`config.mk`:
```
export PLATFORM = sky130hd
export DESIGN_NAME = result_unpacker_flat
export DESIGN_NICKNAME = d
export VERILOG_FILES = /design/src/rtl/result_unpacker_pkg.sv /design/src/rtl/result_unpacker_if.sv /design/src/rtl/result_unpacker.sv /design/src/flat_wrapper.sv
export SDC_FILE = /design/constraint.sdc
export NUM_CORES = 1
export LEC_CHECK = 0
export CAP_MARGIN = 10
export CORE_ASPECT_RATIO = 1.2
export CORE_MARGIN = 1
export CORE_UTILIZATION = 45
export CTS_CLUSTER_SIZE = 25
export DETAILED_ROUTE_END_ITERATION = 8
export GPL_TIMING_DRIVEN = 0
export PLACE_DENSITY = 0.73
export SLEW_MARGIN = 20
export SYNTH_ARGS = -nofsm -noshare
export SYNTH_HDL_FRONTEND = slang
export SYNTH_SLANG_ARGS = --single-unit
export TNS_END_PERCENT = 30
```
`constraint.sdc`:
```
create_clock -name clk -period 15.5 [get_ports clk]
set_input_delay 3.1 -clock clk [delete_from_list [all_inputs] [get_ports clk]]
set_output_delay 3.1 -clock clk [all_outputs]
set_load 0.01 [all_outputs]
```
`src/rtl/result_unpacker_pkg.sv`:
```
// Shared types and sizes for the result unpacker.
// Holds default widths, beat count, index width and FSM states.
package result_unpacker_pkg;

    localparam int IN_W_DEF  = 256;
    localparam int OUT_W_DEF = 32;
    localparam int BEATS     = IN_W_DEF / OUT_W_DEF;
    localparam int IDX_W     = $clog2(BEATS);
    localparam int CNT_W     = 16;

    typedef enum logic {
        IDLE = 1'b0,
        SEND = 1'b1
    } state_t;

endpackage

```
`src/rtl/result_unpacker_if.sv`:
```
// Word-in / beat-out handshake bundle for the result unpacker.
// master drives words and downstream busy; slave is the unpacker.
interface result_unpacker_if
    import result_unpacker_pkg::*;
#(
    parameter int IN_W  = IN_W_DEF,
    parameter int OUT_W = OUT_W_DEF
);

    logic             din_vld;
    logic             din_busy;
    logic [IN_W-1:0]  din_data;
    logic             dout_vld;
    logic             dout_busy;
    logic [OUT_W-1:0] dout_data;
    logic             dout_last;
    logic [IDX_W-1:0] dout_idx;
    logic [CNT_W-1:0] word_cnt;

    modport master (
        output din_vld,
        output din_data,
        output dout_busy,
        input  din_busy,
        input  dout_vld,
        input  dout_data,
        input  dout_last,
        input  dout_idx,
        input  word_cnt
    );

    modport slave (
        input  din_vld,
        input  din_data,
        input  dout_busy,
        output din_busy,
        output dout_vld,
        output dout_data,
        output dout_last,
        output dout_idx,
        output word_cnt
    );

endinterface

```
`src/rtl/result_unpacker.sv`:
```
// Splits each wide upstream word into OUT_W beats, lowest beat first.
// The final-beat cycle can accept the next word, so words stream gap-free.
module result_unpacker
    import result_unpacker_pkg::*;
#(
    parameter int IN_W  = IN_W_DEF,
    parameter int OUT_W = OUT_W_DEF
) (
    input logic              clk,
    input logic              rst,
    result_unpacker_if.slave bus
);

    localparam int NB = IN_W / OUT_W;
    localparam logic [IDX_W-1:0] LAST_IDX = IDX_W'(NB - 1);

    state_t           state_q;
    logic [IN_W-1:0]  buf_q;
    logic [IDX_W-1:0] idx_q;
    logic [CNT_W-1:0] word_cnt_q;
    logic [CNT_W-1:0] word_cnt_d;

    logic             send;
    logic             last;
    logic             dn_xfer;
    logic             up_xfer;
    logic [OUT_W-1:0] beat;

    // Handshake qualifiers and the currently selected beat.
    always_comb begin
        send    = (state_q == SEND);
        last    = (idx_q == LAST_IDX);
        dn_xfer = send && !bus.dout_busy;
        up_xfer = bus.din_vld && !bus.din_busy;
        beat    = buf_q[int'(idx_q) * OUT_W +: OUT_W];
    end

    // Word counter advances when the final beat leaves.
    always_comb begin
        word_cnt_d = word_cnt_q;
        if (dn_xfer && last) begin
            word_cnt_d = word_cnt_q + CNT_W'(1);
        end
    end

    // Upstream may only load while empty or on the final-beat transfer.
    assign bus.din_busy  = send && !(!bus.dout_busy && last);
    assign bus.dout_vld  = send;
    assign bus.dout_data = send ? beat : '0;
    assign bus.dout_idx  = send ? idx_q : '0;
    assign bus.dout_last = send && last;
    assign bus.word_cnt  = word_cnt_q;

    // FSM: capture a word, walk its beats, reload or go idle at the end.
    always_ff @(posedge clk or posedge rst) begin
        if (rst) begin
            state_q    <= IDLE;
            buf_q      <= '0;
            idx_q      <= '0;
            word_cnt_q <= '0;
        end else begin
            word_cnt_q <= word_cnt_d;
            unique case (state_q)
                IDLE: begin
                    if (up_xfer) begin
                        buf_q   <= bus.din_data;
                        idx_q   <= '0;
                        state_q <= SEND;
                    end
                end
                SEND: begin
                    if (dn_xfer) begin
                        if (!last) begin
                            idx_q <= idx_q + IDX_W'(1);
                        end else if (up_xfer) begin
                            buf_q <= bus.din_data;
                            idx_q <= '0;
                        end else begin
                            idx_q   <= '0;
                            state_q <= IDLE;
                        end
                    end
                end
                default: begin
                    state_q <= IDLE;
                    idx_q   <= '0;
                end
            endcase
        end
    end

endmodule

```
`src/flat_wrapper.sv`:
```
// flat-port wrapper written by rule: the top's interface ports become plain ports
module result_unpacker_flat import result_unpacker_pkg::*;
#(
    parameter int IN_W  = IN_W_DEF,
    parameter int OUT_W = OUT_W_DEF
)
  (clk, rst, bus_din_vld, bus_din_data, bus_dout_busy, bus_din_busy, bus_dout_vld, bus_dout_data, bus_dout_last, bus_dout_idx, bus_word_cnt);
  result_unpacker_if #(.IN_W(IN_W), .OUT_W(OUT_W)) bus_i ();
  input logic clk;
  input logic rst;
  input wire logic [$bits(bus_i.din_vld)-1:0] bus_din_vld;
  input wire logic [$bits(bus_i.din_data)-1:0] bus_din_data;
  input wire logic [$bits(bus_i.dout_busy)-1:0] bus_dout_busy;
  output wire logic [$bits(bus_i.din_busy)-1:0] bus_din_busy;
  output wire logic [$bits(bus_i.dout_vld)-1:0] bus_dout_vld;
  output wire logic [$bits(bus_i.dout_data)-1:0] bus_dout_data;
  output wire logic [$bits(bus_i.dout_last)-1:0] bus_dout_last;
  output wire logic [$bits(bus_i.dout_idx)-1:0] bus_dout_idx;
  output wire logic [$bits(bus_i.word_cnt)-1:0] bus_word_cnt;
  assign bus_i.din_vld = bus_din_vld;
  assign bus_i.din_data = bus_din_data;
  assign bus_i.dout_busy = bus_dout_busy;
  assign bus_din_busy = bus_i.din_busy;
  assign bus_dout_vld = bus_i.dout_vld;
  assign bus_dout_data = bus_i.dout_data;
  assign bus_dout_last = bus_i.dout_last;
  assign bus_dout_idx = bus_i.dout_idx;
  assign bus_word_cnt = bus_i.word_cnt;
  result_unpacker #(.IN_W(IN_W), .OUT_W(OUT_W)) u_core (.clk(clk), .rst(rst), .bus(bus_i));
endmodule
```
==> reports/results.md <==
| Quantity | Value | Unit |
|:---|:---|:---|
| Share of synthesized area occupied by flip-flops and latches | 50.0 | % |
| Clock slew at reported path FFs | 50 | ps |
| Slack of the critical path | 7930 | ps |
| Ratio of final minimum period to clock period | 48.8 | % |
| Global-route wire length before repair | 57500 | um |
| Drc violations | 0 | - |
| Vert. Die Dim | 194 | um |
| Peak supply drop | 118 | uV |
| Starting DRT DRC Count | 336 | - |
| Element type at the critical path start | input pin | - |
| Synthesized netlist cell count | 850 | - |
| Number of synthesized flops with an enable pin | 0 | - |
| I/O pin count | 314 | - |
| Top flip-flop cell by instance count after synthesis | sky130_fd_sc_hd__dfrtp_1 | - |
| Minimum setup slack after placement | 7920 | ps |
| Cell Area, Synth | 0.0138 | sq mm |
| Maximum capacitance violations | 0 | - |
| Kind of critical path | input pin to output pin | - |
| Number of placement rows | 69 | - |
| Master cell of the clock root buffer | sky130_fd_sc_hd__clkbuf_16 | - |
| Number of buffers created by CTS | 30 | - |
| Detail-routed via count per cell | 5.17 | - |
| Async set-reset flop share out of synthesis | 100 | % |
| Global route total overflow | 0 | - |
| Initial standard-cell utilization of the core | 46.2 | % |
| Setup slack, reg-to-reg | 13370 | ps |
| Number of global-route vias before repair | 9606 | - |
| Critical path's most frequent cell | sky130_fd_sc_hd__clkdlybuf4s50_1 | - |
| DIE AREA | 0.0314 | sq mm |
| Sum of net half-perimeters after detailed placement | 26600 | um |
| Crit path arrival time | 4470 | ps |
| Worst slew pin tran | 714 | ps |
| Layout cell share with drive strength beyond 1 | 37.1 | % |
| Depth of the critical timing path with buffers and inverters included | 4 | - |
| Data required time at the worst endpoint | 12400 | ps |
| Hold Fails Final Rpt | 0 | - |
| Synthesized area per cell | 16.2 | sq um |
| First-pass detailed-route iteration total | 4 | - |
| Most frequent cell after synthesis | sky130_fd_sc_hd__dfrtp_1 | - |
| Kind of capture point of the worst setup path | output pin | - |
| Highest cell delay on the worst timing path | 620 | ps |
| YS warnings | 0 | - |
| Final #Nets | 1460 | - |
| Clock latency on the worst-skew pair | 550 | ps |
| GRT Util Overall | 24.1 | % |
| Biggest fanout along the worst timing path | 8 | - |
| DRT Wirelength | 37200 | um |
| Number of cell instances on the worst register-to-register path | 9 | - |
| Final estimated routing congestion in global placement | 0.790 | - |
| Chip Width | 162 | um |
| Cell with the largest stage delay on the worst path | sky130_fd_sc_hd__clkdlybuf4s50_1 | - |
| Clock tree from TritonCTS | built | - |
| Synthesis-to-finish area growth | 34.1 | % |
| Finish-stage setup viols | 0 | - |
| Cells taking the most area after synthesis | sky130_fd_sc_hd__dfrtp_1 (50%), sky130_fd_sc_hd__mux2_4 (26%), sky130_fd_sc_hd__mux2_2 (6.8%) | - |
| Cell count of the worst hold path | 1 | - |
| Vias | 8364 | - |
| Leakage power | 8.05 | nW |
| Power per standard cell area | 201 | mW/mm^2 |
| CP cell instances | clkdlybuf4s50_1 -> o21ai_2 -> inv_1 -> clkdlybuf4s50_1 | - |
| Distinct cells, synth | 32 | - |
| Sum of negative setup slack | 0 | ps |
| Post-synthesis sequential element count | 276 | - |
| Total setup buffers inserted after CTS | 0 | - |
| Synthesized net count | 1113 | - |
| Largest delay share family, worst path | buffers and inverters | - |
| Class of the tightest hold or removal check | flop to flop | - |
| Number of cells upsized or downsized after cts | 0 | - |
| Buffers on Ports | 313 | - |
| Hold-fix buffer count after cts | 0 | - |
| Max Clk Rate | 0.132 | GHz |
| Average routed wire per standard cell | 23.0 | um |
| Number of clock sinks | 276 | - |
| Pin count of the biggest net entering global routing | 104 | - |
| Share of Yosys cell area claimed by the top area cell type | 50.0 | % |
| Most instantiated cells after synthesis | sky130_fd_sc_hd__dfrtp_1 (276), sky130_fd_sc_hd__mux2_4 (240), sky130_fd_sc_hd__mux2_2 (83), sky130_fd_sc_hd__inv_1 (35), sky130_fd_sc_hd__a21oi_1 (33) | - |
| Run status | complete, no violations | - |
| H-Tree Level Count | 1 | - |
| Clock skew | 8.81 | ps |
| Cell taking the most area after synthesis | sky130_fd_sc_hd__dfrtp_1 | - |
| Worst slew slack as a fraction of its limit | 52.4 | % |
| Initial antenna violation count | 12 | - |
| Worst path buffer plus inverter count | 3 | - |
| Setup repair after global routing missed its margin | false | - |
| Shortest clock period the worst path allows after layout | 7570 | ps |
| Max Slew Vio Count | 0 | - |
| Remaining number of nets flagged by the antenna check after routing | 0 | - |
| Core outline area | 0.0299 | sq mm |
| Max Root-Sink Buffers | 3 | - |
[placed cells by master, fill, tap and decap left out, types with 2 or more instances in the layout]
cell                              netlist  final
sky130_fd_sc_hd__mux4_2                32     32
sky130_fd_sc_hd__buf_2                 16     16
sky130_fd_sc_hd__nor2_1                 3      3
sky130_fd_sc_hd__xor2_1                 5      5
sky130_fd_sc_hd__nand3_1                6      6
sky130_fd_sc_hd__and3_1                 3      3
sky130_fd_sc_hd__clkbuf_16              0     31
sky130_fd_sc_hd__buf_6                  6      6
sky130_fd_sc_hd__a21oi_1               33     33
sky130_fd_sc_hd__inv_1                 35     34
sky130_fd_sc_hd__mux2_4               240    240
sky130_fd_sc_hd__nand2_1                4      4
sky130_fd_sc_hd__buf_16                 0      2
sky130_fd_sc_hd__dfrtp_1              276    276
sky130_fd_sc_hd__buf_12                20     20
sky130_fd_sc_hd__clkbuf_8               0     10
sky130_fd_sc_hd__diode_2                0     12
sky130_fd_sc_hd__nand2b_1               6      6
sky130_fd_sc_hd__ha_1                   3      3
sky130_fd_sc_hd__xnor2_1               10     10
sky130_fd_sc_hd__clkbuf_1              12     19
sky130_fd_sc_hd__buf_8                  2      2
sky130_fd_sc_hd__and4_1                 2      2
sky130_fd_sc_hd__mux2_2                83     83
sky130_fd_sc_hd__clkdlybuf4s50_1        0    313
sky130_fd_sc_hd__and2_1                 6      6
sky130_fd_sc_hd__nand4_1                3      3
sky130_fd_sc_hd__bufinv_16              0      2
sky130_fd_sc_hd__o221ai_1              32     32
sky130_fd_sc_hd__buf_4                  3      3
sky130_fd_sc_hd__o21ai_0                2      2
[layout make-up]
class,count,area (sq um)
antenna,12,30.0
clock inverter,2,60.1
clock buffer,48,940
inverter,35,139
fill,2353,11300
buffer,59,646
sequential,276,6910
tap,390,488
multi-input combinational,480,6130
timing repair buffer,315,3190
[layer usage]
| metal | vias up | GRT usage [%] | part of all wire, % | wire [um] |
|---|---|---|---|---|
| li1 | 3792 | - | - | - |
| met4 | 2 | 8.63 | 2.7 | 1020 |
| met5 | - | 0 | 0.022 | 8 |
| met1 | 4266 | 30.1 | 41 | 15100 |
| met3 | 62 | 4.98 | 5.6 | 2100 |
| met2 | 242 | 41.2 | 51 | 18900 |
[metrics by stage]
stage	area (sq um)	hold WS (ps)	total power, mW	utilization, %	cells
after global routing	18500	493	3.91	62.0	1613
after floorplan	13800	476	2.41	-	850
final	18500	472	3.71	62.0	1617
after global placement	17400	459	2.95	58.4	1553
after detailed placement	17500	464	2.99	58.6	1555
after CTS	18500	473	3.75	61.9	1605
[final timing paths]
path	from	end
min reg2reg	u_core.bus.word_cnt[15]$_DFFE_PP0P_	u_core.bus.word_cnt[15]$_DFFE_PP0P_
max	bus_dout_busy	bus_din_busy
max in group asynchronous	rst	u_core.buf_q[186]$_DFFE_PP0P_
min in group asynchronous	rst	u_core.buf_q[108]$_DFFE_PP0P_
max reg2reg	u_core.idx_q[0]$_DFFE_PP0P_	u_core.buf_q[130]$_DFFE_PP0P_
min	u_core.bus.word_cnt[15]$_DFFE_PP0P_	u_core.bus.word_cnt[15]$_DFFE_PP0P_
[state kept, by name, summed over array words and instances, names as in the netlist]
name / cells
u_core.bus.word_cnt: 16
u_core.idx_q: 3
u_core.bus.dout_vld: 1
u_core.buf_q: 256
[report_power, final]
part           internal, mW  total (mW)  switching [mW]
clock                 0.442       0.731           0.289
combinational          1.09        1.73           0.637
sequential             1.06        1.25           0.191
[cells by family (layout without fill, tap and decap cells)]
kind of cell	after synthesis	count (layout)	synth area share [%]
adder cells (fa/ha/maj)	3	3	0.272
flip-flops	276	276	50.0
XOR/XNOR	15	15	0.951
AND/OR/NAND/NOR	38	38	1.62
multiplexers	356	356	38.2
other	0	12	0
AO/OA/AOI/OAI	68	68	3.36
buffers and inverters	94	459	5.63
(Power assumes the default switching activity.)
